===== config.mk =====
export PLATFORM = sky130hd
export DESIGN_NAME = alu_issue_decoder
export DESIGN_NICKNAME = d
export VERILOG_FILES = /design/src/rtl/alu_pkg.sv /design/src/rtl/alu_ctrl_table.sv /design/src/rtl/alu_issue_decoder.sv
export SDC_FILE = /design/constraint.sdc
export NUM_CORES = 1
export LEC_CHECK = 0
export ABC_AREA = 1
export CAP_MARGIN = 10
export CORE_MARGIN = 2
export CORE_UTILIZATION = 43
export DETAILED_ROUTE_END_ITERATION = 12
export PLACE_DENSITY_LB_ADDON = 0.15
export SLEW_MARGIN = 15
export SYNTH_ARGS = -nofsm -noshare
export SYNTH_HDL_FRONTEND = slang
export SYNTH_SLANG_ARGS = --single-unit

===== constraint.sdc =====
create_clock -name clk -period 4.2 [get_ports clk]
set_input_delay 0.84 -clock clk [delete_from_list [all_inputs] [get_ports clk]]
set_output_delay 0.84 -clock clk [all_outputs]
set_load 0.01 [all_outputs]

===== src/rtl/alu_pkg.sv =====
// alu_pkg: ALU control codes, RV32I opcode/funct constants and operand-select types for the issue stage
package alu_pkg;

    localparam logic [3:0] ALU_ADD  = 4'h0;
    localparam logic [3:0] ALU_SUB  = 4'h1;
    localparam logic [3:0] ALU_SLL  = 4'h2;
    localparam logic [3:0] ALU_SLT  = 4'h3;
    localparam logic [3:0] ALU_SLTU = 4'h4;
    localparam logic [3:0] ALU_XOR  = 4'h5;
    localparam logic [3:0] ALU_SRA  = 4'h6;
    localparam logic [3:0] ALU_SRL  = 4'h7;
    localparam logic [3:0] ALU_OR   = 4'h8;
    localparam logic [3:0] ALU_AND  = 4'h9;
    localparam logic [3:0] ALU_BEQ  = 4'ha;
    localparam logic [3:0] ALU_BNE  = 4'hb;
    localparam logic [3:0] ALU_BGE  = 4'hc;
    localparam logic [3:0] ALU_BGEU = 4'hd;

    localparam logic [6:0] OP_R     = 7'b0110011;
    localparam logic [6:0] OP_I     = 7'b0010011;
    localparam logic [6:0] OP_BR    = 7'b1100011;
    localparam logic [6:0] OP_LOAD  = 7'b0000011;
    localparam logic [6:0] OP_STORE = 7'b0100011;
    localparam logic [6:0] OP_LUI   = 7'b0110111;
    localparam logic [6:0] OP_AUIPC = 7'b0010111;
    localparam logic [6:0] OP_JAL   = 7'b1101111;
    localparam logic [6:0] OP_JALR  = 7'b1100111;

    localparam logic [2:0] F3_ADD  = 3'b000;
    localparam logic [2:0] F3_SLL  = 3'b001;
    localparam logic [2:0] F3_SLT  = 3'b010;
    localparam logic [2:0] F3_SLTU = 3'b011;
    localparam logic [2:0] F3_XOR  = 3'b100;
    localparam logic [2:0] F3_SR   = 3'b101;
    localparam logic [2:0] F3_OR   = 3'b110;
    localparam logic [2:0] F3_AND  = 3'b111;

    localparam logic [2:0] F3_BEQ  = 3'b000;
    localparam logic [2:0] F3_BNE  = 3'b001;
    localparam logic [2:0] F3_BLT  = 3'b100;
    localparam logic [2:0] F3_BGE  = 3'b101;
    localparam logic [2:0] F3_BLTU = 3'b110;
    localparam logic [2:0] F3_BGEU = 3'b111;

    localparam logic [6:0] F7_BASE = 7'h00;
    localparam logic [6:0] F7_ALT  = 7'h20;

    typedef enum logic [1:0] {OP1_RS1, OP1_PC, OP1_ZERO} op1_sel_t;
    typedef enum logic [2:0] {OP2_RS2, OP2_IMM_I, OP2_IMM_S, OP2_IMM_U, OP2_SHAMT, OP2_FOUR, OP2_ZERO} op2_sel_t;

    // Shared R/I arithmetic table; alt selects SUB/SRA variants
    function automatic logic [3:0] alu_f3_op(input logic [2:0] f3, input logic alt);
        case (f3)
            F3_ADD:  alu_f3_op = alt ? ALU_SUB : ALU_ADD;
            F3_SLL:  alu_f3_op = ALU_SLL;
            F3_SLT:  alu_f3_op = ALU_SLT;
            F3_SLTU: alu_f3_op = ALU_SLTU;
            F3_XOR:  alu_f3_op = ALU_XOR;
            F3_SR:   alu_f3_op = alt ? ALU_SRA : ALU_SRL;
            F3_OR:   alu_f3_op = ALU_OR;
            default: alu_f3_op = ALU_AND;
        endcase
    endfunction

    // Branch compare table; BLT/BLTU reuse the set-less-than codes
    function automatic logic [3:0] alu_br_op(input logic [2:0] f3);
        case (f3)
            F3_BEQ:  alu_br_op = ALU_BEQ;
            F3_BNE:  alu_br_op = ALU_BNE;
            F3_BLT:  alu_br_op = ALU_SLT;
            F3_BGE:  alu_br_op = ALU_BGE;
            F3_BLTU: alu_br_op = ALU_SLTU;
            F3_BGEU: alu_br_op = ALU_BGEU;
            default: alu_br_op = ALU_ADD;
        endcase
    endfunction

endpackage


===== src/rtl/alu_ctrl_table.sv =====
// alu_ctrl_table: combinational opcode/f3/f7 decode into ALU control, operand selects and flags
module alu_ctrl_table
    import alu_pkg::*;
(
    input  logic [6:0] opcode,
    input  logic [2:0] f3,
    input  logic [6:0] f7,
    output logic [3:0] alu_control,
    output op1_sel_t   op1_sel,
    output op2_sel_t   op2_sel,
    output logic       is_branch,
    output logic       rd_en,
    output logic       illegal
);

    logic alt;
    logic f7_ok;
    logic shift;

    assign alt   = f7 == F7_ALT;
    assign f7_ok = f7 == F7_BASE || alt;
    assign shift = f3 == F3_SLL || f3 == F3_SR;

    // Per-opcode decode; any illegal encoding falls back to ADD on the register operands
    always_comb begin
        alu_control = ALU_ADD;
        op1_sel     = OP1_RS1;
        op2_sel     = OP2_RS2;
        is_branch   = 1'b0;
        rd_en       = 1'b1;
        illegal     = 1'b0;
        case (opcode)
            OP_R: begin
                illegal     = !f7_ok || (alt && f3 != F3_ADD && f3 != F3_SR);
                alu_control = alu_f3_op(f3, alt);
            end
            OP_I: begin
                illegal     = shift && !(f7 == F7_BASE || (alt && f3 == F3_SR));
                alu_control = alu_f3_op(f3, alt && f3 == F3_SR);
                op2_sel     = shift ? OP2_SHAMT : OP2_IMM_I;
            end
            OP_BR: begin
                illegal     = f3 == F3_SLT || f3 == F3_SLTU;
                alu_control = alu_br_op(f3);
                is_branch   = 1'b1;
                rd_en       = 1'b0;
            end
            OP_LOAD: op2_sel = OP2_IMM_I;
            OP_STORE: begin
                op2_sel = OP2_IMM_S;
                rd_en   = 1'b0;
            end
            OP_LUI: begin
                op1_sel = OP1_ZERO;
                op2_sel = OP2_IMM_U;
            end
            OP_AUIPC: begin
                op1_sel = OP1_PC;
                op2_sel = OP2_IMM_U;
            end
            OP_JAL, OP_JALR: begin
                op1_sel = OP1_PC;
                op2_sel = OP2_FOUR;
            end
            default: illegal = 1'b1;
        endcase
        if (illegal) begin
            alu_control = ALU_ADD;
            op1_sel     = OP1_RS1;
            op2_sel     = OP2_RS2;
            is_branch   = 1'b0;
        end
    end

endmodule


===== src/rtl/alu_issue_decoder.sv =====
// alu_issue_decoder: RV32I decode-to-ALU issue stage with a single valid/ready entry; define ALU_ISSUE_ILLEGAL_EN to issue illegal entries flagged with zeroed operands
module alu_issue_decoder
    import alu_pkg::*;
#(
    parameter int XLEN = 32
) (
    input  logic            clk,
    input  logic            rst_n,
    input  logic            in_valid,
    output logic            in_ready,
    input  logic [31:0]     instr,
    input  logic [XLEN-1:0] pc,
    input  logic [XLEN-1:0] rs1_data,
    input  logic [XLEN-1:0] rs2_data,
    input  logic            flush,
    output logic            out_valid,
    input  logic            out_ready,
    output logic [3:0]      alu_control,
    output logic [XLEN-1:0] op1,
    output logic [XLEN-1:0] op2,
    output logic            is_branch,
    output logic [4:0]      rd,
    output logic            illegal
);

`ifdef ALU_ISSUE_ILLEGAL_EN
    localparam logic ILL_EN = 1'b1;
`else
    localparam logic ILL_EN = 1'b0;
`endif

    logic [3:0]      t_ctrl;
    op1_sel_t        t_op1;
    op2_sel_t        t_op2;
    logic            t_br;
    logic            t_rd_en;
    logic            t_ill;
    logic            kill;
    logic            load;
    logic [XLEN-1:0] imm_i;
    logic [XLEN-1:0] imm_s;
    logic [XLEN-1:0] imm_u;
    logic [XLEN-1:0] n_op1;
    logic [XLEN-1:0] n_op2;
    logic [4:0]      n_rd;

    alu_ctrl_table u_table (
        .opcode      (instr[6:0]),
        .f3          (instr[14:12]),
        .f7          (instr[31:25]),
        .alu_control (t_ctrl),
        .op1_sel     (t_op1),
        .op2_sel     (t_op2),
        .is_branch   (t_br),
        .rd_en       (t_rd_en),
        .illegal     (t_ill)
    );

    assign imm_i = XLEN'($signed(instr[31:20]));
    assign imm_s = XLEN'($signed({instr[31:25], instr[11:7]}));
    assign imm_u = XLEN'($signed({instr[31:12], 12'b0}));

    // Flagged illegal entries are issued as a harmless ADD of zeros with no writeback
    assign kill     = ILL_EN & t_ill;
    assign in_ready = ~out_valid | out_ready;
    assign load     = in_valid & in_ready;

    // Operand muxes and destination register for the incoming instruction
    always_comb begin
        n_op1 = kill ? '0 :
                t_op1 == OP1_PC   ? pc :
                t_op1 == OP1_ZERO ? '0 : rs1_data;
        n_op2 = kill ? '0 :
                t_op2 == OP2_IMM_I ? imm_i :
                t_op2 == OP2_IMM_S ? imm_s :
                t_op2 == OP2_IMM_U ? imm_u :
                t_op2 == OP2_SHAMT ? XLEN'(instr[24:20]) :
                t_op2 == OP2_FOUR  ? XLEN'(4) :
                t_op2 == OP2_ZERO  ? '0 : rs2_data;
        n_rd  = (t_rd_en && !kill) ? instr[11:7] : 5'd0;
    end

    // Pipeline entry: flush beats load, load beats drain
    always_ff @(posedge clk or negedge rst_n) begin
        if (!rst_n) begin
            out_valid   <= 1'b0;
            alu_control <= ALU_ADD;
            op1         <= '0;
            op2         <= '0;
            is_branch   <= 1'b0;
            rd          <= 5'd0;
            illegal     <= 1'b0;
        end else begin
            if (flush)
                out_valid <= 1'b0;
            else if (load)
                out_valid <= 1'b1;
            else if (out_ready)
                out_valid <= 1'b0;
            if (load && !flush) begin
                alu_control <= t_ctrl;
                op1         <= n_op1;
                op2         <= n_op2;
                is_branch   <= t_br;
                rd          <= n_rd;
                illegal     <= kill;
            end
        end
    end

endmodule

==> metrics <==
outcome finished, final reports clean; EDFF count, synth 0; VDD IR-drop max 159.1 uV; number of global-route vias before repair 4637; Final setup viols 0; final slew viol count 0; CP endpoint kind flip-flop; share of cells above drive strength 1 0.06614; I/O pin cnt 210; Core Rows 35; maxcap violations 0; worst skew pair latency 0.35 ns; drt drc 0; Final min period 3.061 ns; Setup CP Type input port to flip-flop; largest family of logic cells by synthesized area simple AND/OR/NAND/NOR gates; fmax 0.3267 GHz; final setup TNS 0 ns; core area 0.009328 mm2; Layout Cells excl Fill 885; critical path's slowest cell clkdlybuf4s50_1; Critical Path Most Common Cell nand3_1; first-pass GRT wire length 21940 um; DPL Wire Length 10640 um; RSZ-0062 raised after global routing no; chip width 102.5 um; initial antenna violation count 0; input/output buffers 208; Avg Inst Size Synth 7.438 um2; PD cells 329.5 mW/mm2; Mapped Cells 561; CTS Buf Count 9; Max Root-Sink Buffers 2; crit path DAT 3.33 ns; largest net degree at the start of global routing 76; ys flop type dfrtp_1; CP Launch Type input port; Crit path largest cell delay 0.56 ns; worst min path class flip-flop to flip-flop; Initial Util 0.4474; DR vias 4574; Die ar. 0.01051 mm2; Area Overhead vs Synth 56.73%; post-route clock period utilization 0.7289; Async S/R FF share, synth 1.000; Synth cell types 30; GRT Residual Overflow 0; Slew HR 0.3659; # diodes 0; detailed-route wire length per cell 16.03 um; Setup Skew 0.01970 ns; Total GRT Usage 0.2703; die height 102.5 um; CTS tree yes; top cell type's share of synthesized area 0.4498; CP max FO 14; CP required 4.46 ns; Hold Worst Slack 0.4851 ns; DRT iter0 DRCs 153; crit-path cells clkdlybuf4s50_1 -> inv_2 -> nand3_1 -> nor2_1 -> buf_4 -> nor2_2 -> nand3_1 -> nand2_1 -> nor2_2 -> nand3_1 -> buf_4 -> nand2_1 -> nand2_1 -> nand3_1 -> nor2_1 -> nor2_1; Hold Fails Final Rpt 0; # nets final 886; mux cell area share after synthesis 0; register bit count reported by yosys 75; clk root buf clkbuf_8; Pre-antenna DRT Iters 5; Reg clk slew, reported paths 0.08 ns; Ys Warns 0; global placer's final weighted congestion 0.9128; post-CTS setup buffers 0; Static Leakage 2.961 nW; worst-margin pin slew 0.9512 ns; Routed Wire Length 14180 um; Cell Area, Synth 0.004173 mm2; hold buffer count at cts 0; DRT antenna net count 0; Synth Net Count 694; placed cell count 871; # clock sinks 75; top cells by area, synth dfrtp_1 45%, nand2_1 17%, a21oi_1 8.5%; post-synthesis xor/xnor area fraction 0; synthesized-area fraction occupied by adder cells 0; Synth Area in Compound Gates 0.1472; Via density 5.168; Resized cells post-CTS 0; register area share after synthesis 0.4498; Post-Synth Simple-Gate Area 0.3388; Yosys top cell by area dfrtp_1; htree depth 3
==> per-layer routing <==
layer	wire (um)	track usage	share of wire
met1	5484	0.3056	0.39
met2	6734	0.4625	0.47
met3	1397	0.08746	0.098
met4	567	0.1292	0.040
met5	0	0	0
==> metrics by stage <==
stage / utilization / power (mW) / setup slack, ns / instance area (um2)
after detailed placement: 0.6794 / 1.564 / 0.8511 / 6337
after global routing: 0.7011 / 2.269 / 0.9272 / 6540
final: 0.7011 / 2.155 / 1.139 / 6540
after floorplan: - / 1.138 / 1.909 / 4173
after global placement: 0.6794 / 1.547 / 0.9373 / 6337
after CTS: 0.7011 / 2.169 / 1.194 / 6540
==> worst paths after layout <==
check                                       from                  end  slack, ns  depth (start not counted)
max                                     instr[6]   op2[4]$_DFFE_PN0P_       1.14                         16
min                          op2[15]$_DFFE_PN0P_  op2[15]$_DFFE_PN0P_       0.49                          2
max reg2reg                out_valid$_DFFE_PN0P_  op2[10]$_DFFE_PN0P_       1.97                          8
min reg2reg                  op2[15]$_DFFE_PN0P_  op2[15]$_DFFE_PN0P_       0.49                          2
max in group asynchronous                  rst_n  op2[12]$_DFFE_PN0P_       2.94                          1
min in group asynchronous                  rst_n    rd[4]$_DFFE_PN0P_       0.60                          1
==> synth_stat cells (2+ instances only) <==
library cell	instances
nand2_1	184
inv_2	5
buf_6	2
o21ai_1	28
nor3_1	3
o211ai_1	2
o21ai_0	9
inv_1	21
dfrtp_1	75
nor3b_1	32
or2_2	5
nor2_1	26
nand4_1	2
nand3_1	43
nor2_2	8
a21oi_1	71
clkbuf_1	22
o221ai_1	2
buf_2	10
==> layout by cell type, fill, tap and decap left out <==
cell type and n:
buf_12 1, nand4_4 1, dfrtp_1 75, inv_6 1, nor3b_1 32, inv_2 6, o21ai_1 28, clkbuf_8 9
o21ai_0 9, a21oi_4 1, conb_1 1, nor3_1 2, nand4_1 2, nand3_2 1, o2111ai_1 1, nand3_1 43
clkinv_2 2, or2_2 5, nand3b_1 1, nand2_1 184, bufinv_16 2, o221ai_1 2, nor2_1 26, clkdlybuf4s50_1 207
o21ai_4 1, nor3_2 1, a21oi_1 71, o211ai_1 2, nand2_4 1, buf_4 9, nor2_4 2, inv_1 20
nor2_2 7
==> logic make-up after synthesis <==
kind of cell / Yosys count
other: 1
AND/OR/NAND/NOR: 308
buffers and inverters: 62
AO/OA/AOI/OAI: 115
flip-flops: 75
==> registers in the layout (all words and copies together) (netlist names) <==
name	cells
rd	5
out_valid	1
op1	32
is_branch	1
alu_control	4
op2	32
==> power by group <==
group | internal (mW) | switching (mW) | total, mW
Sequential | 0.828 | 0.0615 | 0.890
Clock | 0.328 | 0.275 | 0.604
Combinational | 0.375 | 0.287 | 0.661
==> worst max-delay path, delay by kind of cell <==
family | cells | cell delay [ns]
simple gates | 12 | 1.30
buf+inv | 4 | 1.18
==> layout make-up <==
type / instances / area [um2]
fillers: 789 / 2788
repair buffers: 217 / 2160
multi-input cells: 424 / 2042
flip-flops and latches: 75 / 1877
well taps: 129 / 161.4
clock buffers: 9 / 123.9
inverters: 26 / 97.59
clock inverters: 5 / 78.83
(Power assumes the default switching activity.)
